### config.mk
export PLATFORM = sky130hd
export DESIGN_NAME = fetch_stage
export DESIGN_NICKNAME = d
export VERILOG_FILES = /design/src/rtl/riscv_pkg.sv /design/src/rtl/if_id_reg.sv /design/src/rtl/fetch_stage.sv
export SDC_FILE = /design/constraint.sdc
export NUM_CORES = 1
export LEC_CHECK = 0
export ABC_CLOCK_PERIOD_IN_PS = 4900
export CAP_MARGIN = 20
export CORE_UTILIZATION = 55
export CTS_CLUSTER_DIAMETER = 60
export CTS_CLUSTER_SIZE = 20
export DETAILED_ROUTE_END_ITERATION = 12
export PLACE_DENSITY = 0.91
export SYNTH_ARGS = -nofsm -noshare
export SYNTH_HDL_FRONTEND = slang
export SYNTH_SLANG_ARGS = --single-unit
export TNS_END_PERCENT = 50
### constraint.sdc
create_clock -name clk -period 4.9 [get_ports clk]
set_input_delay 1.47 -clock clk [delete_from_list [all_inputs] [get_ports clk]]
set_output_delay 1.47 -clock clk [all_outputs]
set_load 0.05 [all_outputs]
### src/rtl/riscv_pkg.sv
// Shared definitions for the RISC-V pipeline: datapath width, bubble encoding
// and the fetch-stage state type.
package riscv_pkg;

    localparam int          XLEN_DEF  = 32;
    localparam logic [31:0] NOP_INSTR = 32'h0000_0013;

    typedef enum logic [1:0] {
        FETCH = 2'd0,
        HOLD  = 2'd1,
        DROP  = 2'd2
    } fetch_state_t;

endpackage

### src/rtl/if_id_reg.sv
// IF/ID pipeline register: bubble load has priority over a normal enabled load;
// with neither asserted the register holds.
module if_id_reg
    import riscv_pkg::*;
#(
    parameter int XLEN = XLEN_DEF
) (
    input  logic            clk,
    input  logic            rst,
    input  logic            en,
    input  logic            bubble,
    input  logic [31:0]     instrIn,
    input  logic [XLEN-1:0] pcIn,
    output logic [31:0]     InstrD,
    output logic [XLEN-1:0] PCD,
    output logic [XLEN-1:0] PCPlus4D,
    output logic            ValidD
);

    always_ff @(posedge clk or negedge rst) begin
        if (!rst) begin
            InstrD   <= NOP_INSTR;
            PCD      <= '0;
            PCPlus4D <= '0;
            ValidD   <= 1'b0;
        end else if (bubble) begin
            InstrD   <= NOP_INSTR;
            PCD      <= '0;
            PCPlus4D <= '0;
            ValidD   <= 1'b0;
        end else if (en) begin
            InstrD   <= instrIn;
            PCD      <= pcIn;
            PCPlus4D <= pcIn + XLEN'(4);
            ValidD   <= 1'b1;
        end
    end

endmodule

### src/rtl/fetch_stage.sv
// Instruction fetch: PC register, imem request/valid handshake, one-entry skid
// buffer for decode stalls and discard of responses orphaned by a redirect.
module fetch_stage
    import riscv_pkg::*;
#(
    parameter int              XLEN     = XLEN_DEF,
    parameter logic [XLEN-1:0] RESET_PC = {XLEN{1'b0}}
) (
    input  logic            clk,
    input  logic            rst,
    input  logic            StallF,
    input  logic            StallD,
    input  logic            FlushD,
    input  logic            PCSrcE,
    input  logic [XLEN-1:0] PCTargetE,
    output logic            ImemReq,
    output logic [XLEN-1:0] ImemAddr,
    input  logic [31:0]     ImemRdata,
    input  logic            ImemValid,
    output logic [31:0]     InstrD,
    output logic [XLEN-1:0] PCD,
    output logic [XLEN-1:0] PCPlus4D,
    output logic            ValidD,
    output logic            FetchWaitF,
    output fetch_state_t    DbgStateF
);

    fetch_state_t    state, stateNext;
    logic [XLEN-1:0] pcF, pcNext, pcPlus4F, dropAddr;
    logic [31:0]     skidInstr;
    logic [XLEN-1:0] skidPc;
    logic            dropLoad, skidLoad, ifEn, ifBubble, ifFromSkid;

    assign pcPlus4F  = pcF + XLEN'(4);
    assign ImemReq   = (state != HOLD);
    assign ImemAddr  = (state == DROP) ? dropAddr : pcF;
    assign DbgStateF = state;

    always_ff @(posedge clk or negedge rst) begin
        if (!rst) begin
            state     <= FETCH;
            pcF       <= RESET_PC;
            dropAddr  <= '0;
            skidInstr <= NOP_INSTR;
            skidPc    <= '0;
        end else begin
            state <= stateNext;
            pcF   <= pcNext;
            if (dropLoad) dropAddr <= pcF;
            if (skidLoad) begin
                skidInstr <= ImemRdata;
                skidPc    <= pcF;
            end
        end
    end

    // Redirect beats flush beats decode stall beats the memory response.
    always_comb begin
        stateNext  = state;
        pcNext     = pcF;
        dropLoad   = 1'b0;
        skidLoad   = 1'b0;
        ifEn       = 1'b0;
        ifBubble   = 1'b0;
        ifFromSkid = 1'b0;
        FetchWaitF = 1'b0;
        if (PCSrcE) begin
            pcNext   = PCTargetE;
            ifBubble = 1'b1;
            case (state)
                FETCH: if (!ImemValid) begin
                    dropLoad  = 1'b1;
                    stateNext = DROP;
                end
                HOLD:    stateNext = FETCH;
                DROP:    if (ImemValid) stateNext = FETCH;
                default: stateNext = FETCH;
            endcase
        end else if (FlushD) begin
            ifBubble = 1'b1;
            case (state)
                FETCH:   if (ImemValid && !StallF) pcNext = pcPlus4F;
                HOLD:    stateNext = FETCH;
                DROP:    if (ImemValid) stateNext = FETCH;
                default: stateNext = FETCH;
            endcase
        end else begin
            case (state)
                FETCH: begin
                    if (ImemValid) begin
                        if (StallD) begin
                            skidLoad  = 1'b1;
                            pcNext    = pcPlus4F;
                            stateNext = HOLD;
                        end else begin
                            ifEn = 1'b1;
                            if (!StallF) pcNext = pcPlus4F;
                        end
                    end else if (!StallD) begin
                        ifBubble   = 1'b1;
                        FetchWaitF = rst;
                    end
                end
                HOLD: if (!StallD) begin
                    ifEn       = 1'b1;
                    ifFromSkid = 1'b1;
                    stateNext  = FETCH;
                end
                DROP: begin
                    if (ImemValid) stateNext = FETCH;
                    if (!StallD) ifBubble = 1'b1;
                end
                default: stateNext = FETCH;
            endcase
        end
    end

    if_id_reg #(.XLEN(XLEN)) u_if_id (
        .clk      (clk),
        .rst      (rst),
        .en       (ifEn),
        .bubble   (ifBubble),
        .instrIn  (ifFromSkid ? skidInstr : ImemRdata),
        .pcIn     (ifFromSkid ? skidPc : pcF),
        .InstrD   (InstrD),
        .PCD      (PCD),
        .PCPlus4D (PCPlus4D),
        .ValidD   (ValidD)
    );

endmodule

# --- Yosys cells after proc, flatten, opt, wreduce, memory -nomap -nowiden ---
# Cells that the tools add are included.
totals:
  wordCells: 83
  output_inout_bits: 133
  inputBits: 71
  register_bits: 227
classes:
  reduce_logical: 8
  n_mux: 54
  eq_ne: 10
  addsub: 2
op_table:
  columns: ["operator", "count"]
  rows:
  - ["2-to-1 mux 32 bit", 17]
  - ["adder 32 x 3 -> 32 bit (second input constant)", 2]
  - ["2-to-1 mux 1 bit", 25]
  - ["2-to-1 mux 2 bit", 7]
  - ["!= test 3 bit (second input constant)", 4]
  - ["one-hot mux 2 bit (2 select lines)", 2]
  - ["one-hot mux 2 bit (3 select lines)", 1]
  - ["AND reduction 5 bit", 1]
  - ["!= test 4 x 1 -> 1 bit (second input constant)", 1]
  - ["!= test 4 bit (second input constant)", 1]
  - ["one-hot mux 1 bit (2 select lines)", 2]
  - ["AND reduction 4 bit", 1]
  - ["nonzero test 2 bit", 2]
  - ["!= test 3 x 1 -> 1 bit (second input constant)", 1]
  - ["nonzero test 3 bit", 1]
  - ["== test 2 x 1 -> 1 bit (second input constant)", 1]
  - ["== test 2 bit (second input constant)", 1]
  - ["logical NOT 2 bit", 1]
  - ["!= test 2 x 1 -> 1 bit (second input constant)", 1]
  - ["logical AND 1 bit", 1]
  - ["logical NOT 1 bit", 1]

# --- Logic depth before layout (Yosys ltp) ---
# Gate-level depths: netlist of run 1.
depth:
  word_depth: 8
  depth_mapped: 16
  depth_no_buf: 11

# --- Hierarchy ---
# Synthesis of run 1 repeated with hierarchy kept, for this count alone.
hier_totals:
  hier_cells: 966
  hier_area_um2: 11144.4
by_module_without_submodules:
  columns: ["module", "cells_each", "n_inst", "area_per_inst_um2", "seq_area_each_um2"]
  rows:
  - ["fetch_stage", 535, 1, 6681.4, 3256.9]
  - ["if_id_reg", 431, 1, 4463.0, 2381.0]

# --- Worst setup path before layout of run 1 ---
# Ideal clock, no wire load.
synth_path:
  kind: "input to register"
  start: "in PCSrcE"
  end: "reg u_if_id.PCPlus4D[14]"
  n_path_buf: 5
  setup_ns: 0.134
  path_stages: 16
  path_slack_ns: 0.568
  arrival_time_ns: 4.198
  path_cell_list: "buf_2 -> or4b_1 -> buf_6 -> nor2_8 -> buf_4 -> buf_2 -> nand2_1 -> nand2_1 -> ha_1 -> clkbuf_1 -> nand4_1 -> a211o_1 -> o31ai_1 -> o21ai_0 -> xnor2_1 -> o21ai_0"
synth_via:
  elab_chain_len: 5
  elab_cells_between_ends: 8
  classes_between: "add/sub (1); mux (6); reduce/logical (1)"
synth_lines:
  columns: ["item", "line", "source"]
  rows:
  - ["from (decl)", "fetch_stage.sv:14", "input logic PCSrcE,"]
  - ["2-to-1 mux 1 bit", "fetch_stage.sv:67", "if (PCSrcE) begin"]
  - ["2-to-1 mux 32 bit", "fetch_stage.sv:124", ".pcIn (ifFromSkid ? skidPc : pcF),"]
  - ["adder 32 x 3 -> 32 bit", "if_id_reg.sv:34", "PCPlus4D <= pcIn + XLEN'(4);"]
  - ["2-to-1 mux 32 bit", "if_id_reg.sv:31", "end else if (en) begin"]
  - ["2-to-1 mux 32 bit", "if_id_reg.sv:26", "end else if (bubble) begin"]
  - ["to (signal assigned)", "if_id_reg.sv:34", null]
  - ["to (decl)", "if_id_reg.sv:16", "output logic [XLEN-1:0] PCPlus4D,"]
# Several ways; a longest one is shown, not always the timed one. The select of a mux whose other input is x is not followed.
# A chain may end at the register's enable or synchronous reset.

# --- Worst setup path after layout of run 1 ---
layout_path:
  start: "reg state[1], in the netlist DbgStateF[1]"
  end: "out ImemAddr[31]"
layout_via:
  elab_chain_len: 2
layout_lines:
  columns: ["item", "line", "source"]
  rows:
  - ["from (decl)", "fetch_stage.sv:28", "fetch_state_t state, stateNext;"]
  - ["from (signal assigned)", "fetch_stage.sv:47", "state <= stateNext;"]
  - ["== test 2 bit", "fetch_stage.sv:36", "assign ImemAddr = (state == DROP) ? dropAddr : pcF;"]
  - ["2-to-1 mux 32 bit", "fetch_stage.sv:36", null]
  - ["to (decl)", "fetch_stage.sv:17", "output logic [XLEN-1:0] ImemAddr,"]
# Every way passes these cells.

==> results.md, run 1 <==
- CTS tree: done
- Initial DRC count: roughly 760
- Hold path depth: 2
- H-tree depth: 1
- Fin. max-slew vios: 0
- Multi-input logic area: approximately 0.005 mm2
- Gr ovfl total: 0
- Slew margin rel.: 0.3336
- Design area: about 0.014 mm2
- Core area: 0.01959 mm2
- Clock skew: roughly 25 ps
- NumNets Final: roughly 1300
- Yosys cell types: 57
- Switch Pwr: approximately 1.5 mW
- CP cell instances: nor2b_4 > buf_12 > mux2_2 > clkdlybuf4s50_1
- PwrDens: around 350 mW/mm2
- Tot Pwr: around 4.8 mW
- Combinational power share: 0.196
- Slew @ Worst Pin: roughly 1000 ps
- # IOs: between 200 and 250
- Fin. Hold Viols: 0
- CP max-delay cell: clkdlybuf4s50_1
- Post-DP HPWL: between 20000 and 25000 um
- Pint: 3.316 mW
- Crit path launch type: flip-flop
- Number of synthesized flops with an enable pin: 0
- Post-Place Worst Slack: about 440 ps
- Yosys warnings: 0
- Initial cell density of the core: 0.5629
- Overall Global Routing Usage: 0.2941
- Clock Path Buffers: 3
- Clock latency on the worst-skew pair: about 500 ps
- Cells on worst reg2reg path: 9
- Tcrit/Tclk final: 0.9129
- CTS clk-pin slew, worst paths: 80 ps
- CTS Buf Count: 18
- Synth Instances: just over 1000
- Setup ws final: ~430 ps
- Drt drc: 0
- Crit-path max FO: 23
- Routed WL: 29830 um
- Fillers: approximately 1400
- Critical path's largest stage delay: ~780 ps
- Post-route minimum period: 4473 ps
- Crit path capture type: primary output
- Worst EP required: between 3000 and 4000 ps
- Die extent in x: between 100 and 150 um
- RSZ-0062 raised after global routing: no
- Clk pwr share: 0.315
- Ant diodes: 0
- Post-synthesis sequential area ratio: 0.5112
- Cts hold-fix bufs: 0
- Synth Register Bits: around 230
- Final core occ: 0.7067
- Post-CTS setup buffers: 0
- Setup violations, final: 0
- Sequential power share: 0.489
- Layout cells sized above 1: 0.1724
- CP Class: flip-flop to primary output
- Port Buffers: between 200 and 250
- Via count: approximately 8700
- HP Class: flip-flop to flip-flop
- Register area: 0.005638 mm2
- Std-Cell Rows: a little over 50
- TritonRoute pass-1 iters: 6
- R2r setup slk: between 1500 and 2000 ps
- Sw frac: 0.3067
- Setup TNS: 0 ps
- Ys async rst share: 1.000
- Via density per instance: between 5 and 6
- DP Area: 0.01324 mm2
- GP Congestion: 0.9476
- Syn Area/Cell: 10.84 um2
- Worst vdd ir: 0.0002242 V
- Number of global-route vias before repair: between 8000 and 9000
- WL/cell: ~21 um
- CTS root buf: clkbuf_16
- Max-Cap Viols: 0
- Crit path arrival time: approximately 3000 ps
- First-pass GRT wire length: ~47000 um
- Lkg Pwr: 5.801 nW
- Initial antenna violation count: 0
- Status: complete, no violations
- Syn Nets: 1090
- CTS-repair resized insts: 0
- Pin count of the biggest net entering global routing: roughly 180
- Die height: between 100 and 150 um
- Max Freq: between 200 and 250 MHz
- Clk sinks: 225
- Prevailing post-synth register cell: dfrtp_1
- Area Overhead vs Synth: 25.54%
- Die Footprint: 0.02062 mm2
- Antenna viol nets, final: 0
- Post-Syn Area: ~0.011 mm2
==> cell type report <==
| type | instances | share of cell area |
|---|---|---|
| tap | 265 | 0.02395 |
| clock buffer | 22 | 0.03516 |
| sequential | 225 | 0.4072 |
| multi-input combinational | 703 | 0.3619 |
| inverter | 7 | 0.001898 |
| timing repair buffer | 222 | 0.1614 |
| clock inverter | 10 | 0.008495 |
==> cell usage after synthesis (5+ instances only) <==
cell type,count,share of area
o21ai_1,8,0.0036
buf_2,14,0.0064
and3_1,9,0.0051
nor2_1,25,0.0085
nor4_1,8,0.0045
inv_1,7,0.0024
nand3_1,18,0.0082
clkbuf_1,56,0.019
a31oi_1,8,0.0045
xor2_1,25,0.020
dfrtp_1,219,0.50
nor3_1,23,0.010
or3_1,6,0.0034
nand4_1,16,0.0091
mux2_2,129,0.13
a21oi_1,14,0.0064
xnor2_1,33,0.026
nand2_1,151,0.051
a22o_1,5,0.0040
mux2i_1,58,0.053
buf_4,5,0.0034
o21ai_0,113,0.051
dfstp_2,6,0.014
==> final timing paths <==
path                                                start                                to
max reg2reg                      DbgStateF[0]$_DFFE_PN0P_  u_if_id.PCPlus4D[26]$_DFFE_PN0P_
max in group asynchronous                             rst         skidInstr[19]$_DFFE_PN0P_
min in group asynchronous                             rst        u_if_id.PCD[8]$_DFFE_PN0P_
min reg2reg                u_if_id.InstrD[10]$_DFFE_PN0P_    u_if_id.InstrD[10]$_DFFE_PN0P_
max                              DbgStateF[1]$_DFFE_PN0P_                      ImemAddr[31]
min                        u_if_id.InstrD[10]$_DFFE_PN0P_    u_if_id.InstrD[10]$_DFFE_PN0P_
==> worst max-delay path: cells and delay by family, from the launching register on <==
family	cells	cell delay, ps
buf+inv	2	1020
flops	1	610
mux	1	340
simple gates	1	510
==> layout by cell type (no fill, tap or decap), types with 19 or more instances in the layout <==
cell,synthesis,final
xnor2_1,33,33
nor2_1,25,25
o21ai_0,113,113
nor3_1,23,22
mux2_2,129,129
dfrtp_1,219,219
xor2_1,25,25
nand2_1,151,149
mux2i_1,58,58
clkdlybuf4s50_1,0,200
clkbuf_16,0,19
==> power groups by stage <==
stage	Combinational [mW]	Sequential, mW	Clock, mW
global route	0.997	2.36	1.60
finish	0.939	2.34	1.51
detailed placement	0.938	2.36	0
CTS	0.944	2.33	1.54
floorplan	0.621	2.30	0
global placement	0.910	2.34	0
==> metrics by stage <==
step,instances,hold WS (ps)
after floorplan,1017,463.2
after global placement,1422,460.9
after detailed placement,1422,469.9
after CTS,1454,487.9
after global routing,1454,506.3
final,1454,481.6
==> metal layers <==
metal  vias up  track usage  wire length (um)
li1       3892            -                 -
met1      4307       0.3864             12050
met2       391       0.4888             14610
met3        86      0.04532              1966
met4         0       0.1181              1211
met5         -            0                 0
==> state kept, by name (all words and copies together) (netlist names) <==
name,flops
skidInstr,32
skidPc,32
u_if_id.PCPlus4D,32
u_if_id.ValidD,1
u_if_id.PCD,30
pcF,32
DbgStateF,2
u_if_id.InstrD,32
dropAddr,32
==> cell families (layout without fill, tap and decap cells) <==
kind of cell | Yosys count | in the layout | synth area share
simple gates | 282 | 282 | 0.1255
xor+xnor | 58 | 58 | 0.04606
buf+inv | 89 | 261 | 0.03665
flops | 225 | 225 | 0.5112
fa+ha+maj | 2 | 2 | 0.002269
compound gates | 173 | 173 | 0.09258
mux | 188 | 188 | 0.1857
Power figures use the tool's default switching activity.
==> inputs of run 2 (changes only) <==
Settings changed: CORE_MARGIN set to 4.
==> run 2 against run 1 <==
Against the previous run: core utilization decreased by 0.40 points; largest power group unchanged; worst setup slack better by 49 ps; first-iteration DRC count grew 6.6%; global-route usage shrank 2.6 points; sequential share of layout area up 0.23 points; combinational power about the same; clock-buffer cell count is 1 lower; fmax is 1.1% higher; flip-flop and latch count is the same; largest cell class unchanged; worst hold slack worse by 0.61 ps.
==> results.md, run 2 (synthesis gave the netlist of run 1 again) <==
- Post-DP HPWL: 20570 um (+1.2%)
- Drt drc: 0 (unchanged)
- Initial cell density of the core: 0.5629 (unchanged)
- Die Footprint: 0.02238 mm2 (+8.5%)
- CTS root buf: clkbuf_16
- Lkg Pwr: 5.763 nW (-0.66%)
- Pin count of the biggest net entering global routing: 92 (-48%)
- Crit path launch type: flip-flop
- Critical R2R Launch: DbgStateF[0]$_DFFE_PN0P_
- Clock skew: 13.70 ps (-11.61 ps)
- RSZ-0062 raised after global routing: no
- Max Freq: 226.0 MHz (+1.1%)
- Crit-path max FO: 22 (-4.3%)
- R2r setup slk: 1630 ps (-120 ps)
- Commonest non-fill, non-tap cells in the layout: 219 x dfrtp_1, 200 x clkdlybuf4s50_1, 149 x nand2_1, 129 x mux2_2, 113 x o21ai_0
- Crit path arrival time: 2950 ps (-50 ps)
- Worst reg2reg endpoint: u_if_id.PCPlus4D[26]$_DFFE_PN0P_
- CTS tree: done
- Slew margin rel.: 0.3917 (+0.05809)
- CTS-repair resized insts: 0 (unchanged)
- Number of global-route vias before repair: 8992 (+4.0%)
- Die extent in x: 149.6 um (+4.2%)
- Clock Path Buffers: 3 (unchanged)
- Clk sinks: 225 (unchanged)
- Most common cell after layout, fill and taps aside: dfrtp_1
- PwrDens: 339.1 mW/mm2 (-1.9%)
- CTS Buf Count: 17 (-1)
- Overall Global Routing Usage: 0.2682 (-0.02589)
- Via count: 8662 (-0.16%)
- Cts hold-fix bufs: 0 (unchanged)
- Status: complete, no violations
- Worst vdd ir: 0.0002784 V (+24%)
- Post-CTS setup buffers: 0 (unchanged)
- Core area: 0.01959 mm2 (unchanged)
- Ant diodes: 0 (unchanged)
- First-pass GRT wire length: 48210 um (+2.5%)
- Fin. max-slew vios: 0 (unchanged)
- Setup violations, final: 0 (unchanged)
- CTS clk-pin slew, worst paths: 70 ps (about the same)
- Final core occ: 0.7027 (-0.004024)
- Finished Layout Cells: 1450 (-0.28%)
- # IOs: 204 (unchanged)
- GP Congestion: 0.9772 (+3.1%)
- H-tree depth: 1 (unchanged)
- CP Class: flip-flop to primary output
- Routed WL: 30080 um (+0.81%)
- TritonRoute pass-1 iters: 5 (-1)
- WL/cell: 20.74 um (+1.1%)
- CP Launch Point: DbgStateF[1]$_DFFE_PN0P_
- Worst EP required: 3430 ps (about the same)
- Fin. Hold Viols: 0 (unchanged)
- Area Overhead vs Synth: 24.82%
- Via density per instance: 5.974 (+0.11%)
- Initial DRC count: 808 (+6.6%)
- Slew @ Worst Pin: 912.5 ps (-87.13 ps)
- Cells on worst reg2reg path: 9 (unchanged)
- Layout cells sized above 1: 0.1688 (-0.003637)
- Std-Cell Rows: 51 (unchanged)
- Port Buffers: 203 (unchanged)
- Setup crit end: ImemAddr[0]
- Tcrit/Tclk final: 0.9029 (-0.009978)
- Max-Cap Viols: 0 (unchanged)
- Post-Place Cells: 1421 (-0.070%)
- HP Class: flip-flop to flip-flop
- Gr ovfl total: 0 (unchanged)
- Die height: 149.6 um (+4.2%)
- Post-route minimum period: 4424 ps (-48.89 ps)
- Crit path capture type: primary output
- Antenna viol nets, final: 0 (unchanged)
- Fillers: 1353 (-4.2%)
- NumNets Final: 1248 (-0.16%)
- Clock latency on the worst-skew pair: 490 ps (about the same)
- Setup TNS: 0 ps (unchanged)
- Initial antenna violation count: 0 (unchanged)
[run 2: changes by cell type in the layout (fill, tap and decap cells not counted), sizes merged]
cell	change
clkinvlp	-1
clkbuf	-1
inv	-5
clkinv	+4
buf	-1
[run 2: worst min-delay path by stage]
stage | from | end | slack, ps | depth (start not counted)
2_1_floorplan | skidInstr[0]$_DFFE_PN1P_ | u_if_id.InstrD[0]$_DFFE_PN1P_ | 460 | 2
3_3_place_gp | u_if_id.InstrD[6]$_DFFE_PN0P_ | u_if_id.InstrD[6]$_DFFE_PN0P_ | 460 | 2
3_5_place_dp | u_if_id.PCD[26]$_DFFE_PN0P_ | u_if_id.PCD[26]$_DFFE_PN0P_ | 470 | 2
4_1_cts | u_if_id.PCD[26]$_DFFE_PN0P_ | u_if_id.PCD[26]$_DFFE_PN0P_ | 490 | 2
5_1_grt | u_if_id.InstrD[7]$_DFFE_PN0P_ | u_if_id.InstrD[7]$_DFFE_PN0P_ | 510 | 2
6_report | u_if_id.PCD[15]$_DFFE_PN0P_ | u_if_id.PCD[15]$_DFFE_PN0P_ | 480 | 2
[run 2: metrics by stage]
step	instance area, um2	power (mW)	hold slack [ps]	worst slack [ps]
after CTS	13770	4.681	487.2	486.7
after detailed placement	13220	3.290	469.5	292.4
after floorplan	11030	2.921	463.2	568.1
final	13770	4.668	481.0	475.9
after global routing	13770	4.859	514.9	423.5
after global placement	13220	3.244	461.1	439.6
[run 2: per-layer routing]
metal / part of all wire / vias up / GRT usage
li1: - / 3891 / -
met2: 0.49 / 395 / 0.4532
met4: 0.032 / 0 / 0.08192
met3: 0.076 / 85 / 0.04906
met1: 0.40 / 4291 / 0.3553
met5: 0 / - / 0
[run 2: layout make-up]
type | count | area [um2] | area share
flip-flops and latches | 225 | 5638 | 0.4096
multi-input cells | 703 | 5010 | 0.3639
repair buffers | 221 | 2215 | 0.1609
clock buffers | 21 | 440.4 | 0.03199
well taps | 265 | 331.6 | 0.02409
clock inverters | 8 | 105.1 | 0.007635
inverters | 7 | 26.28 | 0.001909
[run 2: critical path, cell delays in order (launching register included)]
cell and delay (ps):
dfrtp_1 600, nor2b_4 530, buf_12 250, mux2_2 350, clkdlybuf4s50_1 740
[run 2: report_power, final]
part	total [mW]	internal, mW	switching [mW]
Clock	1.40	0.715	0.685
Combinational	0.940	0.426	0.514
Sequential	2.33	2.10	0.231
